## config.mk

```make
export PLATFORM = sky130hd
export DESIGN_NAME = icdf_fold_nch_flat
export DESIGN_NICKNAME = d
export VERILOG_FILES = /design/src/rtl/icdf_fold_nch_if.sv /design/src/rtl/icdf_fold_nch.sv /design/src/flat_wrapper.sv
export SDC_FILE = /design/constraint.sdc
export NUM_CORES = 1
export LEC_CHECK = 0
export ABC_CLOCK_PERIOD_IN_PS = 8000
export CAP_MARGIN = 25
export CORE_MARGIN = 8
export CORE_UTILIZATION = 30
export DETAILED_ROUTE_END_ITERATION = 6
export PLACE_DENSITY = 0.64
export SYNTH_ARGS = -nofsm -noshare
export SYNTH_HDL_FRONTEND = slang
export SYNTH_SLANG_ARGS = --single-unit
export TNS_END_PERCENT = 10
```

## constraint.sdc

```tcl
create_clock -name clk -period 8 [get_ports clk]
set_input_delay 0.8 -clock clk [delete_from_list [all_inputs] [get_ports clk]]
set_output_delay 0.8 -clock clk [all_outputs]
set_load 0.02 [all_outputs]
```

## src/rtl/icdf_fold_nch_if.sv

```systemverilog
// Beat stream bundle for the N-lane inverse-CDF fold stage: upstream accept side
// (valid_in/ready_out/u/tag_in/fold_en) and downstream emit side
// (valid_out/ready_in/x/negate/clamped/range_err/tag_out).
interface icdf_fold_nch_if #(
  parameter int unsigned WIDTH = 32,
  parameter int unsigned NCH   = 4,
  parameter int unsigned TAGW  = 8
) ();
  logic                  valid_in;
  logic                  ready_out;
  logic [NCH*WIDTH-1:0]  u;
  logic [TAGW-1:0]       tag_in;
  logic                  fold_en;
  logic                  valid_out;
  logic                  ready_in;
  logic [NCH*WIDTH-1:0]  x;
  logic [NCH-1:0]        negate;
  logic [NCH-1:0]        clamped;
  logic [NCH-1:0]        range_err;
  logic [TAGW-1:0]       tag_out;

  // Fold stage view
  modport slave (
    input  valid_in, u, tag_in, fold_en, ready_in,
    output ready_out, valid_out, x, negate, clamped, range_err, tag_out
  );

  // Producer/consumer view
  modport master (
    output valid_in, u, tag_in, fold_en, ready_in,
    input  ready_out, valid_out, x, negate, clamped, range_err, tag_out
  );
endinterface

```

## src/rtl/icdf_fold_nch.sv

```systemverilog
// N-lane inverse-CDF fold stage. Folds each Q(QINT.QFRAC) uniform into (0, 0.5] with a
// negate flag, clamps away from zero, flags out-of-range lanes and buffers results in a
// 2-entry FIFO so ready_out is purely register-derived.
// Defaults mirror the platform fixed-point config (32-bit, Q16.16).
module icdf_fold_nch #(
  parameter int unsigned WIDTH = 32,
  parameter int unsigned QINT  = 16,
  parameter int unsigned QFRAC = 16,
  parameter int unsigned NCH   = 4,
  parameter int unsigned TAGW  = 8,
  parameter int unsigned EPS   = 1
) (
  input  logic                clk,
  input  logic                rst,
  icdf_fold_nch_if.slave      bus,
  input  logic                err_clr,
  output logic [15:0]         err_cnt
);

  localparam logic signed [WIDTH-1:0] One  = WIDTH'(64'd1 << QFRAC);
  localparam logic signed [WIDTH-1:0] Half = WIDTH'(64'd1 << (QFRAC - 1));
  localparam logic        [WIDTH-1:0] Eps  = WIDTH'(EPS);

  // Reject parameter sets where the Q format does not fit the lane
  if (QINT + QFRAC > WIDTH) begin : g_bad_qformat
    $error("QINT + QFRAC exceeds WIDTH");
  end
  if (EPS < 1 || EPS > (1 << (QFRAC - 1))) begin : g_bad_eps
    $error("EPS must lie in [1, HALF]");
  end

  typedef struct packed {
    logic [NCH*WIDTH-1:0] x;
    logic [NCH-1:0]       negate;
    logic [NCH-1:0]       clamped;
    logic [NCH-1:0]       range_err;
    logic [TAGW-1:0]      tag;
  } entry_t;

  entry_t     new_e;
  entry_t     head;
  entry_t     mem_q [2];
  logic       rd_ptr_q, wr_ptr_q;
  logic [1:0] count_q;
  logic [15:0] err_cnt_q;
  logic       push, pop;

  assign bus.ready_out = (count_q != 2'd2);
  assign bus.valid_out = (count_q != 2'd0);
  assign push = bus.valid_in && bus.ready_out;
  assign pop  = bus.valid_out && bus.ready_in;

  // Per-lane fold/clamp/range decode of the incoming beat
  always_comb begin
    logic signed [WIDTH-1:0] ui;
    logic        [WIDTH-1:0] xi;
    new_e     = '0;
    new_e.tag = bus.tag_in;
    for (int i = 0; i < int'(NCH); i++) begin
      ui = bus.u[i*WIDTH +: WIDTH];
      xi = ui;
      new_e.range_err[i] = (ui < 0) || (ui >= One);
      if (bus.fold_en) begin
        if (ui < 0) begin
          xi                = Eps;
          new_e.clamped[i]  = 1'b1;
        end else if (ui >= One) begin
          xi                = Eps;
          new_e.negate[i]   = 1'b1;
          new_e.clamped[i]  = 1'b1;
        end else if (ui <= Half) begin
          xi = ui;
        end else begin
          xi              = One - ui;
          new_e.negate[i] = 1'b1;
        end
        // Keep the downstream log/sqrt away from zero
        if (xi < Eps) begin
          xi               = Eps;
          new_e.clamped[i] = 1'b1;
        end
      end
      new_e.x[i*WIDTH +: WIDTH] = xi;
    end
  end

  // Two-entry ring buffer; reset drops every queued beat
  always_ff @(posedge clk) begin
    if (rst) begin
      mem_q[0] <= '0;
      mem_q[1] <= '0;
      rd_ptr_q <= 1'b0;
      wr_ptr_q <= 1'b0;
      count_q  <= 2'd0;
    end else begin
      if (push) mem_q[wr_ptr_q] <= new_e;
      wr_ptr_q <= wr_ptr_q ^ push;
      rd_ptr_q <= rd_ptr_q ^ pop;
      count_q  <= count_q + 2'(push) - 2'(pop);
    end
  end

  assign head          = mem_q[rd_ptr_q];
  assign bus.x         = head.x;
  assign bus.negate    = head.negate;
  assign bus.clamped   = head.clamped;
  assign bus.range_err = head.range_err;
  assign bus.tag_out   = head.tag;

  // Saturating count of accepted beats carrying any range error; clear has priority
  always_ff @(posedge clk) begin
    if (rst || err_clr) begin
      err_cnt_q <= 16'd0;
    end else if (push && (|new_e.range_err) && (err_cnt_q != 16'hFFFF)) begin
      err_cnt_q <= err_cnt_q + 16'd1;
    end
  end

  assign err_cnt = err_cnt_q;

  // A stalled beat must keep its payload until it is taken
  assert property (@(posedge clk) disable iff (rst)
    (bus.valid_in && !bus.ready_out) |=>
      (!bus.valid_in || ($stable(bus.u) && $stable(bus.tag_in) && $stable(bus.fold_en))))
    else $error("payload changed while stalled");

endmodule

```

## src/flat_wrapper.sv

```systemverilog
// flat-port wrapper written by rule: the top's interface ports become plain ports
module icdf_fold_nch_flat 
#(
  parameter int unsigned WIDTH = 32,
  parameter int unsigned QINT  = 16,
  parameter int unsigned QFRAC = 16,
  parameter int unsigned NCH   = 4,
  parameter int unsigned TAGW  = 8,
  parameter int unsigned EPS   = 1
)
  (clk, rst, err_clr, err_cnt, bus_valid_in, bus_u, bus_tag_in, bus_fold_en, bus_ready_in, bus_ready_out, bus_valid_out, bus_x, bus_negate, bus_clamped, bus_range_err, bus_tag_out);
  icdf_fold_nch_if #(.WIDTH(WIDTH), .NCH(NCH), .TAGW(TAGW)) bus_i ();
  input  logic clk;
  input  logic rst;
  input  logic err_clr;
  output logic [15:0] err_cnt;
  input wire logic [$bits(bus_i.valid_in)-1:0] bus_valid_in;
  input wire logic [$bits(bus_i.u)-1:0] bus_u;
  input wire logic [$bits(bus_i.tag_in)-1:0] bus_tag_in;
  input wire logic [$bits(bus_i.fold_en)-1:0] bus_fold_en;
  input wire logic [$bits(bus_i.ready_in)-1:0] bus_ready_in;
  output wire logic [$bits(bus_i.ready_out)-1:0] bus_ready_out;
  output wire logic [$bits(bus_i.valid_out)-1:0] bus_valid_out;
  output wire logic [$bits(bus_i.x)-1:0] bus_x;
  output wire logic [$bits(bus_i.negate)-1:0] bus_negate;
  output wire logic [$bits(bus_i.clamped)-1:0] bus_clamped;
  output wire logic [$bits(bus_i.range_err)-1:0] bus_range_err;
  output wire logic [$bits(bus_i.tag_out)-1:0] bus_tag_out;
  assign bus_i.valid_in = bus_valid_in;
  assign bus_i.u = bus_u;
  assign bus_i.tag_in = bus_tag_in;
  assign bus_i.fold_en = bus_fold_en;
  assign bus_i.ready_in = bus_ready_in;
  assign bus_ready_out = bus_i.ready_out;
  assign bus_valid_out = bus_i.valid_out;
  assign bus_x = bus_i.x;
  assign bus_negate = bus_i.negate;
  assign bus_clamped = bus_i.clamped;
  assign bus_range_err = bus_i.range_err;
  assign bus_tag_out = bus_i.tag_out;
  icdf_fold_nch #(.WIDTH(WIDTH), .QINT(QINT), .QFRAC(QFRAC), .NCH(NCH), .TAGW(TAGW), .EPS(EPS)) u_core (.clk(clk), .rst(rst), .bus(bus_i), .err_clr(err_clr), .err_cnt(err_cnt));
endmodule
```

==> results by stage, run 1 <==
Timing:
- After layout, the worst path uses 51.8% of the clock period.
- Setup violations remaining at the end of the flow were counted as 0.
- Hold timing on the final database bottoms out at a slack of 0.549 ns.
- The normalized max-slew margin is 31.1%.
- Setup repair after global routing left no endpoint under its margin.
- The post-route clock skew is 0.0145 ns.
- The final worst-path setup slack is 3.85 ns.
- The final hold violation count is 0.
- The total negative slack is 0 ns.
- The number of slew-limit violations in the final report is 0.
- The actual transition at the worst max-transition pin is 1.03 ns.
- The timing-limited maximum frequency is 241 MHz.
- The worst path in the final design needs a cycle of 4.15 ns, including I/O delays and setup.

Global routing:
- The first global-routing pass estimated 82.1 mm of wire.
- In the global route stage, overall resource usage came out at 16.5%.
- The largest net degree at the start of global routing is 115.
- The remaining global-route overflow is 0.
- The initial antenna violation count is 12.
- The number of global-route vias before repair is 13100.

Worst setup path:
- STA puts the critical path data required time at 8.36 ns.
- The critical path's most frequent cell is nor4_1.
- In this run the worst path has a maximum fanout of 12.
- The critical path data arrival time is 4.51 ns.
- The critical path goes through clkdlybuf4s50_1 -> nor4_1 -> nand4_1 -> a211o_1 -> a211oi_1 -> nand3_1 -> nor4_1 -> a31oi_1 -> o22ai_1.
- The worst setup path is captured at a flip-flop.
- The critical path launch point type is an input pin.
- The critical path class is input pin to flip-flop.
- The largest single stage delay on the critical path is 0.77 ns.
- For this design, the slowest cell found on the critical path is nand4_1.

Place:
- Including well taps, the total number of placed cells is 2456.
- After legalization and detailed placement, the total HPWL measured 37.2 mm.
- At the end of routability-driven placement, the weighted congestion stood at 0.898.
- The post-placement worst setup slack is 3.27 ns.
- The placed instance area is 20400 sq um.
- During placement, the flow inserted port buffers numbering 307.

Logic synthesis:
- The number of flops mapped to enable cells by yosys is 296.
- Ranked by instance count, the synthesized netlist is headed by 296 x edfxtp_1, 220 x nor2_1, 152 x mux2_2.
- The most common cell in the synthesized netlist is edfxtp_1.
- Among all flip-flop cells after synthesis, the most frequent one is edfxtp_1.
- Ranked by total cell area, the synthesized netlist is headed by edfxtp_1 53%, mux2_2 10%, nor2_1 5.0%, and3_1 4.9%, dfxtp_1 2.4%.
- The average size of a mapped cell is 11.2 sq um.
- The post-synth design cell area is 16700 sq um.
- Counting flops and latches in the post-synthesis netlist gives 316.
- The Yosys step of the flow raised 0 warnings.
- The area share of the largest cell type after synthesis is 53.3%.
- After synthesis, the netlist uses 80 different library cells.
- The share of synthesized area occupied by flip-flops and latches is 55.7%.
- The net count after synthesis is 1639.
- The cell count after synthesis is 1490.
- The proportion of register bits with asynchronous set or reset after synthesis is 0%.
- The cell taking the most area after synthesis is edfxtp_1.

Routing:
- For this run, design rule violations remaining after detail routing come to 0.
- In this run the remaining antenna-violating nets after routing total 0.
- The average wire length per cell after detail routing is 21.5 microns.
- The detailed router finished its first iteration with 943 violations.
- The first detailed-routing pass ran for 5 iterations.
- The routed via count is 13100.
- Dividing the detail-routed via count by the number of cells gives 5.17.
- For this block, the routed nets add up to 54.5 mm of wire.

Floorplanning:
- The area of the core is 55000 sq um.
- Once the floorplan was initialized, standard cells occupied 30.3% of the core.
- After floorplanning, the core was divided into 86 placement rows.
- From bottom edge to top edge, the die measures 252 microns.
- The die is 252 microns wide.
- The die covers 63300 sq um.
- In this run the count of I/O pins placed on the die edge is 308.

Final layout:
- The summed area of non-filler cells in the final layout is 21600 sq um.
- The area growth from synthesis to layout is 29.5%.
- The number of cells in the finished layout apart from fillers is 2529.
- The share of post-route cells with drive strength above 1 is 14.3%.
- After the last flow step, the layout net total stands at 1897.

Pwr:
- The proportion of power drawn by flip-flops and latches is 37.9%.
- The power per unit of standard cell area is 262 nW/um^2.
- VDD sags by at most 0.000119 V.
- The switching power share of the total is 31.3%.
- The design internal power is 0.00389 W.
- Per report_power, the combinational group accounts for 32.4% of the total.
- The clock network burns 29.7% of the power.
- The static leakage is 8.00 nW.
- The net load switching power is 0.00177 W.

CTS:
- After clock tree synthesis, the clock-pin slew on the worst setup and hold paths is 0.06 ns.
- In this run the clock root is driven by a clkbuf_16.
- The number of H-tree levels is 2.
- The number of buffers inserted by hold repair at cts is 0.
- The count of cells resized by post-cts repair is 0.
- The number of clock buffers added by TritonCTS is 38.
- The later pin in the worst-skew pair is clocked with a latency of 0.54 ns.
- The CTS tree is yes.
- CTS saw 316 sinks.
- The longest clock path from root to sink contains 3 buffers.
- Buffers added to address setup during post-CTS repair amount to 0.

Flow run:
- The count of maximum capacitance violations is 0.

Min path:
- The worst hold path belongs to the class flip-flop to flip-flop.

Status:
- The flow ran to the end, and the final reports show no timing, DRC or antenna violations.
==> cell usage in the layout (no fill, tap or decap), drive strengths merged, types with 6 or more instances in the layout <==
cell type / count
a211oi: 9
a21o: 8
a21oi: 65
a22oi: 17
a31oi: 12
and2: 38
and3: 130
and4: 6
buf: 16
clkbuf: 50
clkdlybuf4s50: 306
clkinv: 15
dfxtp: 20
edfxtp: 296
ha: 7
inv: 27
mux2: 153
nand2: 49
nand2b: 7
nand3: 24
nand4: 14
nor2: 220
nor3: 57
nor4: 39
o21ai: 63
o31ai: 9
or2: 9
or3: 8
xnor2: 21
xor2: 15
==> kinds of logic after synthesis <==
| kind of cell | count (synthesis) | share of synthesized area, % |
|---|---|---|
| AND/OR/NAND/NOR | 624 | 19.7 |
| flip-flops | 316 | 55.7 |
| AO/OA/AOI/OAI | 219 | 8.30 |
| multiplexers | 157 | 10.6 |
| buffers and inverters | 131 | 3.25 |
| XOR/XNOR | 36 | 1.89 |
| adder cells (fa/ha/maj) | 7 | 0.526 |
==> routing by layer <==
metal  vias to the layer above  share of wire, %  track usage (%)
li1                       6084                 -                -
met1                      6464                45             22.2
met2                       455                45             26.0
met3                        69               8.2             5.25
met4                        12               1.6             3.34
met5                         -              0.15                0
==> final timing paths <==
path	end	slack, ns	cells past startpoint	from
max	u_core.mem_q[0][20]$_SDFFCE_PN0P_	3.85	9	bus_u[31]
min	u_core.count_q[1]$_SDFF_PP0_	0.55	2	u_core.count_q[1]$_SDFF_PP0_
max reg2reg	u_core.mem_q[1][125]$_SDFFCE_PN0P_	4.43	7	u_core.count_q[0]$_SDFF_PP0_
min reg2reg	u_core.count_q[1]$_SDFF_PP0_	0.55	2	u_core.count_q[1]$_SDFF_PP0_
==> sequential cells by signal, indices dropped and copies added, names as in the netlist <==
signal           flops
u_core.count_q       2
u_core.err_cnt      16
u_core.mem_q       296
u_core.rd_ptr_q      1
u_core.wr_ptr_q      1
==> power groups by stage <==
stage | sequential, W | combinational [W] | clock [W]
after floorplan | 0.00214 | 0.00102 | 0
after global placement | 0.00217 | 0.00186 | 0
after detailed placement | 0.00218 | 0.00186 | 0
after CTS | 0.00215 | 0.00187 | 0.00173
after global routing | 0.00217 | 0.00195 | 0.00180
final | 0.00214 | 0.00183 | 0.00168
==> critical path, delay by kind of cell <==
| kind | cells | cell delay (ns) |
|---|---|---|
| and+or+nand+nor | 4 | 1.96 |
| AOI/OAI and AO/OA | 4 | 1.06 |
| buffers and inverters | 1 | 0.67 |
==> metrics by stage <==
| step | utilization (%) | power [W] |
|---|---|---|
| after floorplan | - | 0.00316 |
| after global placement | 37.1 | 0.00403 |
| after detailed placement | 37.1 | 0.00404 |
| after CTS | 39.2 | 0.00575 |
| after global routing | 39.2 | 0.00591 |
| final | 39.3 | 0.00566 |
==> area by class of cell <==
type	instances	area (sq um)
diodes	4	10.0
clock buffers	50	1020
clock inverters	19	169
fillers	5277	33400
inverters	27	103
multi-input cells	1043	6860
flip-flops and latches	316	9290
well taps	748	936
repair buffers	322	3190
(Power assumes the default switching activity.)
==> run 2: changes to the inputs <==
--- a/config.mk
+++ b/config.mk
@@ -5,12 +5,12 @@
 export SDC_FILE = /design/constraint.sdc
 export NUM_CORES = 1
 export LEC_CHECK = 0
-export ABC_CLOCK_PERIOD_IN_PS = 8000
+export ABC_CLOCK_PERIOD_IN_PS = 4110
 export CAP_MARGIN = 25
 export CORE_MARGIN = 8
 export CORE_UTILIZATION = 30
 export DETAILED_ROUTE_END_ITERATION = 6
-export PLACE_DENSITY = 0.64
+export PLACE_DENSITY = 0.62
 export SYNTH_ARGS = -nofsm -noshare
 export SYNTH_HDL_FRONTEND = slang
 export SYNTH_SLANG_ARGS = --single-unit
==> constraint.sdc (replaced) <==
create_clock -name clk -period 4.11 [get_ports clk]
set_input_delay 0.411 -clock clk [delete_from_list [all_inputs] [get_ports clk]]
set_output_delay 0.411 -clock clk [all_outputs]
set_load 0.02 [all_outputs]
==> results by stage, run 2 (synthesis results as in run 1) <==
Routing:
- The overall routed net length is 55.1 mm (+1.1%).
- The count of unresolved DRC violations after routing is 0 (unchanged).
- The number of optimization iterations in the first detailed-route pass is 5 (unchanged).
- The routed via count is 13200 (+0.74%).
- The average wire length per cell after detail routing came to 21.5 microns (-0.29%).
- The number of nets with antenna violations after routing is 0 (unchanged).
- The ratio of routed vias to standard cells is 5.14 (-0.63%).
- The number of DRC markers in iteration 0 is 936 (-0.74%).

Worst setup path:
- The maximum net fanout on the critical path is 46 (+34).
- The endpoint identified for the worst register-to-register timing path is u_core.err_cnt[15]$_SDFFE_PP0P_.
- The critical path data arrival time is 2.83 ns (-1.68 ns).
- The logic depth of the worst register-to-register path came to 8 (+1).
- The critical path data required time was 3.70 ns (-4.66 ns).
- The worst setup path is captured at an output pin.
- The worst register-to-register path begins at u_core.err_cnt[7]$_SDFFE_PP0P_.
- The setup slack of the most critical reg-to-reg path is 1.59 ns (-2.84 ns).
- The critical path starts at u_core.rd_ptr_q$_SDFF_PP0_.
- By startpoint and endpoint, the worst setup path is classified as flip-flop to output pin.
- The capturing element of the worst setup path is bus_x[12].
- STA classifies the critical path startpoint as a flip-flop.

Timing:
- The total negative slack is 0 ns (unchanged).
- Setup repair after global routing left no endpoint under its margin.
- The clock period could shrink to 3.24 ns.
- Of the available clock period, the critical path in the final layout requires 78.9%.
- The final number of setup-violating endpoints is 0 (unchanged).
- The timing-limited maximum frequency is 308 MHz.
- The number of slew-limit violations in the final report is 0 (unchanged).
- The post-route clock skew came to 0.0130 ns (-0.00152 ns).
- The final worst-path setup slack is 0.868 ns (-2.99 ns).
- The actual transition at the worst max-transition pin was 0.892 ns (-0.141 ns).
- The final hold violation count came to 0 (unchanged).
- The normalized max-slew margin is 40.5% (+9.4 points).

Place:
- The placed instance area is 20800 sq um (+1.9%).
- The post-placement worst setup slack is 0.377 ns (-2.90 ns).
- The half-perimeter wire length after detailed placement came to 38.5 mm (+3.4%).
- The number of I/O port buffers is 307 (unchanged).
- The final estimated routing congestion in global placement is 0.885 (-1.5%).
- The number of instances in the placed design was 2493 (+1.5%).

Global routing:
- The remaining global-route overflow is 0 (unchanged).
- The first-pass GRT wire length is 83.0 mm (+1.1%).
- The overall fraction of global-route tracks in use was 16.7% (+0.21 points).
- The initial antenna violation count is 6 (-6).
- The number of global-route vias before repair is 13100 (+0.21%).
- The largest net degree at the start of global routing came to 81 (-30%).

Final layout:
- The final design utilization is 40.0% (+0.73 points).
- The summed area of non-filler cells in the final layout came to 22000 sq um (+1.8%).
- The top cell types in the final layout, fill and taps aside, are 306 x clkdlybuf4s50_1, 296 x edfxtp_1, 220 x nor2_1.
- The most frequent standard cell in the layout excluding fill and tap cells is clkdlybuf4s50_1.
- The number of fill cells is 5287 (+0.19%).
- The number of cells in the finished layout apart from fillers is 2564 (+1.4%).
- From synthesis to final layout, the design area changed by 31.9%.
- The share of post-route cells with drive strength above 1 was 16.3% (+2.0 points).
- The post-layout net count was 1934 (+2.0%).
- Counting flops per register, the top entry is u_core.mem_q.
- The number of flip-flops in the largest register is 296 (unchanged).

CTS:
- TritonCTS built the clock tree.
- The count of buffers added by post-CTS timing repair for setup was 0 (unchanged).
- The worst-skew pair later-pin latency is 0.54 ns (about the same).
- The count of cells resized by post-cts repair was 0 (unchanged).
- The number of buffers inserted by hold repair at cts came to 0 (unchanged).
- The clock sink total was 316 (unchanged).
- The clock-pin transition on the worst setup and hold timing paths was 0.06 ns (about the same).
- The master cell of the clock root buffer is clkbuf_16.
- The worst-case clock buffer depth was 3 (unchanged).
- The number of H-tree levels is 2 (unchanged).
- The TritonCTS buffer count came to 38 (unchanged).

Pwr:
- The static leakage is 8.24 nW (+3.0%).
- The power per unit of standard cell area came to 504 nW/um^2 (+92%).
- The peak supply drop is 0.000330 V (+180%).

Floorplanning:
- The height of the die was 252 microns (unchanged).
- The overall die area is 63300 sq um (unchanged).
- The area of the core is 55000 sq um (unchanged).
- The top-level port count is 308 (unchanged).
- The initial core utilization is 30.3% (unchanged).
- The number of rows in the core area was 86 (unchanged).
- The width of the die is 252 microns (unchanged).

Min path:
- In this run the worst hold path is classified as flip-flop to flip-flop.

Flow run:
- The count of maximum capacitance violations is 0 (unchanged).

Status:
- The run finished with clean final reports.
[run 2: cell count changes in the layout (fill, tap and decap cells not counted), sizes merged]
cell | previous run | this run
clkinv | 15 | 17
buf | 16 | 53
bufinv | 3 | 1
clkbuf | 50 | 49
inv | 27 | 28
diode | 4 | 2
[run 2: power breakdown]
part | switching, W | internal, W | total (W)
Sequential | 0.000190 | 0.00401 | 0.00420
Combinational | 0.00193 | 0.00170 | 0.00363
Clock | 0.00136 | 0.00189 | 0.00325
Total | 0.00348 | 0.00760 | 0.0111
[run 2: through the flow]
stage	hold WS [ns]	total power (W)
finish	0.540	0.0111
floorplan	0.498	0.00614
global placement	0.515	0.00795
detailed placement	0.533	0.00796
global route	0.526	0.0116
CTS	0.507	0.0113
[run 2: cell type report]
cell class | instances | area, sq um | share of cell area, %
inverter | 27 | 103 | 0.467
multi-input combinational | 1043 | 6860 | 31.2
sequential | 316 | 9290 | 42.3
clock inverter | 20 | 148 | 0.672
tap | 748 | 936 | 4.26
timing repair buffer | 359 | 3580 | 16.3
clock buffer | 49 | 1050 | 4.80
antenna | 2 | 5.00 | 0.0228
[run 2: worst min-delay path by stage]
| stage | from | endpoint | slack [ns] | depth (start not counted) |
|---|---|---|---|---|
| after floorplan | u_core.count_q[1]$_SDFF_PP0_ | u_core.count_q[1]$_SDFF_PP0_ | 0.50 | 2 |
| after global placement | u_core.count_q[1]$_SDFF_PP0_ | u_core.count_q[1]$_SDFF_PP0_ | 0.52 | 2 |
| after CTS | bus_tag_in[4] | u_core.mem_q[0][4]$_SDFFCE_PN0P_ | 0.51 | 2 |
| after global routing | bus_tag_in[5] | u_core.mem_q[1][5]$_SDFFCE_PN0P_ | 0.53 | 2 |
| after detailed placement | u_core.err_cnt[9]$_SDFFE_PP0P_ | u_core.err_cnt[9]$_SDFFE_PP0P_ | 0.53 | 2 |
| final | u_core.count_q[1]$_SDFF_PP0_ | u_core.count_q[1]$_SDFF_PP0_ | 0.54 | 2 |
[run 2: worst max-delay path, cell delays in order, from the launching register on]
cell,delay [ns]
dfxtp_4,0.91
buf_4,0.40
mux2_2,0.40
clkdlybuf4s50_1,0.56
[run 2: routing by layer]
metal / share of wire (%) / GRT usage, % / vias to the layer above
met2: 47 / 27.2 / 432
met3: 6.5 / 4.24 / 56
met1: 45 / 22.4 / 6522
li1: - / - / 6165
met5: 0.073 / 0 / -
met4: 1.6 / 3.44 / 6
==> run 3: changes to the inputs <==
--- a/config.mk
+++ b/config.mk
@@ -5,12 +5,12 @@
 export SDC_FILE = /design/constraint.sdc
 export NUM_CORES = 1
 export LEC_CHECK = 0
-export ABC_CLOCK_PERIOD_IN_PS = 4110
+export ABC_CLOCK_PERIOD_IN_PS = 2800
 export CAP_MARGIN = 25
 export CORE_MARGIN = 8
 export CORE_UTILIZATION = 30
 export DETAILED_ROUTE_END_ITERATION = 6
-export PLACE_DENSITY = 0.62
+export PLACE_DENSITY = 0.64
 export SYNTH_ARGS = -nofsm -noshare
 export SYNTH_HDL_FRONTEND = slang
 export SYNTH_SLANG_ARGS = --single-unit
==> constraint.sdc (replaced) <==
create_clock -name clk -period 2.8 [get_ports clk]
set_input_delay 0.28 -clock clk [delete_from_list [all_inputs] [get_ports clk]]
set_output_delay 0.28 -clock clk [all_outputs]
set_load 0.02 [all_outputs]
==> results by stage, run 3 (synthesis results as in run 1) <==
Status:
- The run finished with clean final reports.

Pwr:
- The proportion of power drawn by flip-flops and latches is 37.3% (-0.6 points).
- The total power draw came to 0.0163 W (+47%).
- The switching power share of the total was 31.2% (-0.25 points).
- The power per unit of standard cell area is 691 nW/um^2 (+37%).
- The net load switching power was 0.00507 W (+46%).
- The part of the total power dissipated in combinational logic is 34.6% (+1.8 points).
- The static leakage is 9.19 nW (+12%).
- The design internal power came to 0.0112 W (+47%).
- The clock share of power is 28.0% (-1.3 points).
- The peak supply drop was 0.000384 V (+16%).

Worst setup path:
- The reg-to-reg critical path endpoint is u_core.err_cnt[15]$_SDFFE_PP0P_.
- The critical path class is flip-flop to output pin.
- The critical path data required time is 2.52 ns (-1.18 ns).
- The slowest library cell on the worst path is clkdlybuf4s50_1.
- STA classifies the critical path startpoint as a flip-flop.
- The critical path goes through buf_16 -> mux2_2 -> clkdlybuf4s50_1.
- The worst setup path is captured at an output pin.
- The maximum net fanout on the critical path is 52 (+13%).
- The family with the most delay on the worst path is buffers and inverters.
- The setup slack of the most critical reg-to-reg path is 0.70 ns (-0.89 ns).
- The critical path starts at u_core.rd_ptr_q$_SDFF_PP0_.
- The worst stage delay on the critical path is 0.56 ns (-0.35 ns).
- The startpoint of the worst-slack reg-to-reg timing path is u_core.err_cnt[7]$_SDFFE_PP0P_.
- The critical path data arrival time is 2.39 ns (-0.44 ns).
- The logic depth of the worst register-to-register path is 8 (unchanged).
- The worst path buffer plus inverter count came to 2 (unchanged).

Floorplanning:
- The area of the core came to 55000 sq um (unchanged).
- The initial core utilization was 30.3% (unchanged).
- The width of the die was 252 microns (unchanged).
- The top-level port count is 308 (unchanged).
- The number of rows in the core area is 86 (unchanged).
- The height of the die was 252 microns (unchanged).
- The overall die area is 63300 sq um (unchanged).

Final layout:
- The post-layout net count is 2131 (+10%).
- The storage element area is 9300 sq um (about the same).
- The number of fill cells came to 5170 (-2.2%).
- The multi-input combinational cell area was 6920 sq um (+0.78%).
- The share of post-route cells with drive strength above 1 is 24.6% (+8.3 points).
- The number of flip-flops in the largest register was 296 (unchanged).
- The most flop-heavy register is u_core.mem_q.
- The final design utilization came to 42.8% (+2.8 points).
- The library cells used most frequently in the layout, excluding fill and tap cells, are 306 x clkdlybuf4s50_1, 296 x edfxtp_1, 235 x buf_4.
- Compared with the post-synthesis result, the final layout area differs by 41.1%.
- The most frequent standard cell in the layout excluding fill and tap cells is clkdlybuf4s50_1.

Routing:
- The overall routed net length is 57.2 mm (+3.8%).
- The number of nets with antenna violations after routing came to 0 (unchanged).
- The number of DRC markers in iteration 0 was 908 (-3.0%).
- The number of optimization iterations in the first detailed-route pass was 5 (unchanged).
- The ratio of routed vias to standard cells is 5.07 (-1.4%).
- The count of unresolved DRC violations after routing came to 0 (unchanged).
- The average wire length per cell after detail routing is 20.7 microns (-3.5%).
- The routed via count was 14000 (+6.1%).

Global routing:
- The overall fraction of global-route tracks in use came to 17.4% (+0.66 points).
- The initial antenna violation count came to 6 (unchanged).
- The largest net degree at the start of global routing is 84 (+3.7%).
- The remaining global-route overflow was 0 (unchanged).
- The number of global-route vias before repair is 14200 (+7.7%).
- The first-pass GRT wire length came to 86.1 mm (+3.8%).

Place:
- The number of I/O port buffers is 307 (unchanged).
- The half-perimeter wire length after detailed placement is 41.3 mm (+7.3%).
- The final estimated routing congestion in global placement was 0.897 (+1.4%).

Timing:
- The final hold violation count is 0 (unchanged).
- The number of slew-limit violations in the final report is 0 (unchanged).
- Timing would allow up to 374 MHz.
- The worst hold margin was 0.371 ns (-0.169 ns).
- The routed design could run at a clock period as short as 2.67 ns.
- Setup repair after global routing left no endpoint under its margin.
- The actual transition at the worst max-transition pin is 0.623 ns (-0.269 ns).
- The period utilization is 95.5%.
- The post-route clock skew came to 0.0159 ns (+0.00296 ns).
- The normalized max-slew margin was 58.5% (+18 points).
- The final number of setup-violating endpoints is 0 (unchanged).

CTS:
- The clock sink total was 316 (unchanged).
- The worst-skew pair later-pin latency came to 0.55 ns (about the same).
- The TritonCTS buffer count is 37 (-2.6%).
- TritonCTS built the clock tree.
- The worst-case clock buffer depth is 3 (unchanged).
- The clock-pin transition on the worst setup and hold timing paths is 0.06 ns (about the same).
- The number of H-tree levels was 2 (unchanged).
- The master cell of the clock root buffer is clkbuf_16.

Min path:
- The depth of the worst hold-timing path is 3 (+1).
- The worst hold-check path type is input pin to flip-flop.
- The startpoint identified for the worst hold timing path is bus_fold_en.
- The path with the worst hold slack has its endpoint at u_core.mem_q[0][51]$_SDFFCE_PN0P_.

Flow run:
- The count of maximum capacitance violations is 0 (unchanged).
run 3: changes by cell type in the layout (fill, tap and decap cells not counted), sizes merged:
| cell | change |
|---|---|
| clkinv | -5 |
| clkbuf | +1 |
| diode | +2 |
| buf | +198 |
| inv | -1 |
run 3: worst max-delay path by stage:
stage	end	cells after the start
global route	u_core.mem_q[0][52]$_SDFFCE_PN0P_	12
finish	bus_x[8]	3
global placement	u_core.mem_q[0][20]$_SDFFCE_PN0P_	10
floorplan	u_core.mem_q[0][0]$_SDFFCE_PN0P_	4
CTS	u_core.mem_q[0][12]$_SDFFCE_PN0P_	10
detailed placement	u_core.mem_q[1][20]$_SDFFCE_PN0P_	10
run 3: worst register-to-register path: cells and delay by family (launching register included):
family,cells,cell delay [ns]
xor+xnor,1,0.16
flops,1,0.35
simple gates,6,1.17
compound gates,1,0.29
run 3: layout make-up:
| cell class | count | share of cell area [%] |
|---|---|---|
| antenna | 4 | 0.0426 |
| clock buffer | 50 | 4.37 |
| clock inverter | 14 | 0.383 |
| inverter | 27 | 0.436 |
| multi-input combinational | 1043 | 29.4 |
| sequential | 316 | 39.5 |
| tap | 748 | 3.98 |
| timing repair buffer | 557 | 21.9 |
run 3: power by group through the flow:
stage | clock network (W) | logic [W] | registers, W
2_1_floorplan | 0 | 0.00292 | 0.00610
3_3_place_gp | 0 | 0.00565 | 0.00616
3_5_place_dp | 0 | 0.00566 | 0.00620
4_1_cts | 0.00473 | 0.00573 | 0.00608
5_1_grt | 0.00489 | 0.00596 | 0.00614
6_report | 0.00456 | 0.00563 | 0.00607
run 3: per-stage QoR:
step                      std cells  area [sq um]  setup TNS [ns]  setup WS [ns]
final                          2759         23500               0          0.126
after detailed placement       2690         22300          -19.40         -0.553
after CTS                      2755         23500               0         0.0166
after global routing           2756         23500               0        0.00487
after global placement         2690         22300          -17.85         -0.513
after floorplan                1490         16700          -63.30         -0.428
run 3: timing repair:
action                     in CTS  in global routing
gates resized for setup         1                  6
setup endpoints to repair      30                  8
buffers inserted                1                  0
hold buffers                    0                  0
run 3: metal layers:
metal | up-vias | global-route usage, % | wire length (microns)
li1 | 6557 | - | -
met1 | 6904 | 23.0 | 25400
met5 | - | 0 | 27
met2 | 435 | 28.0 | 26300
met3 | 91 | 4.60 | 4020
met4 | 4 | 4.66 | 1390
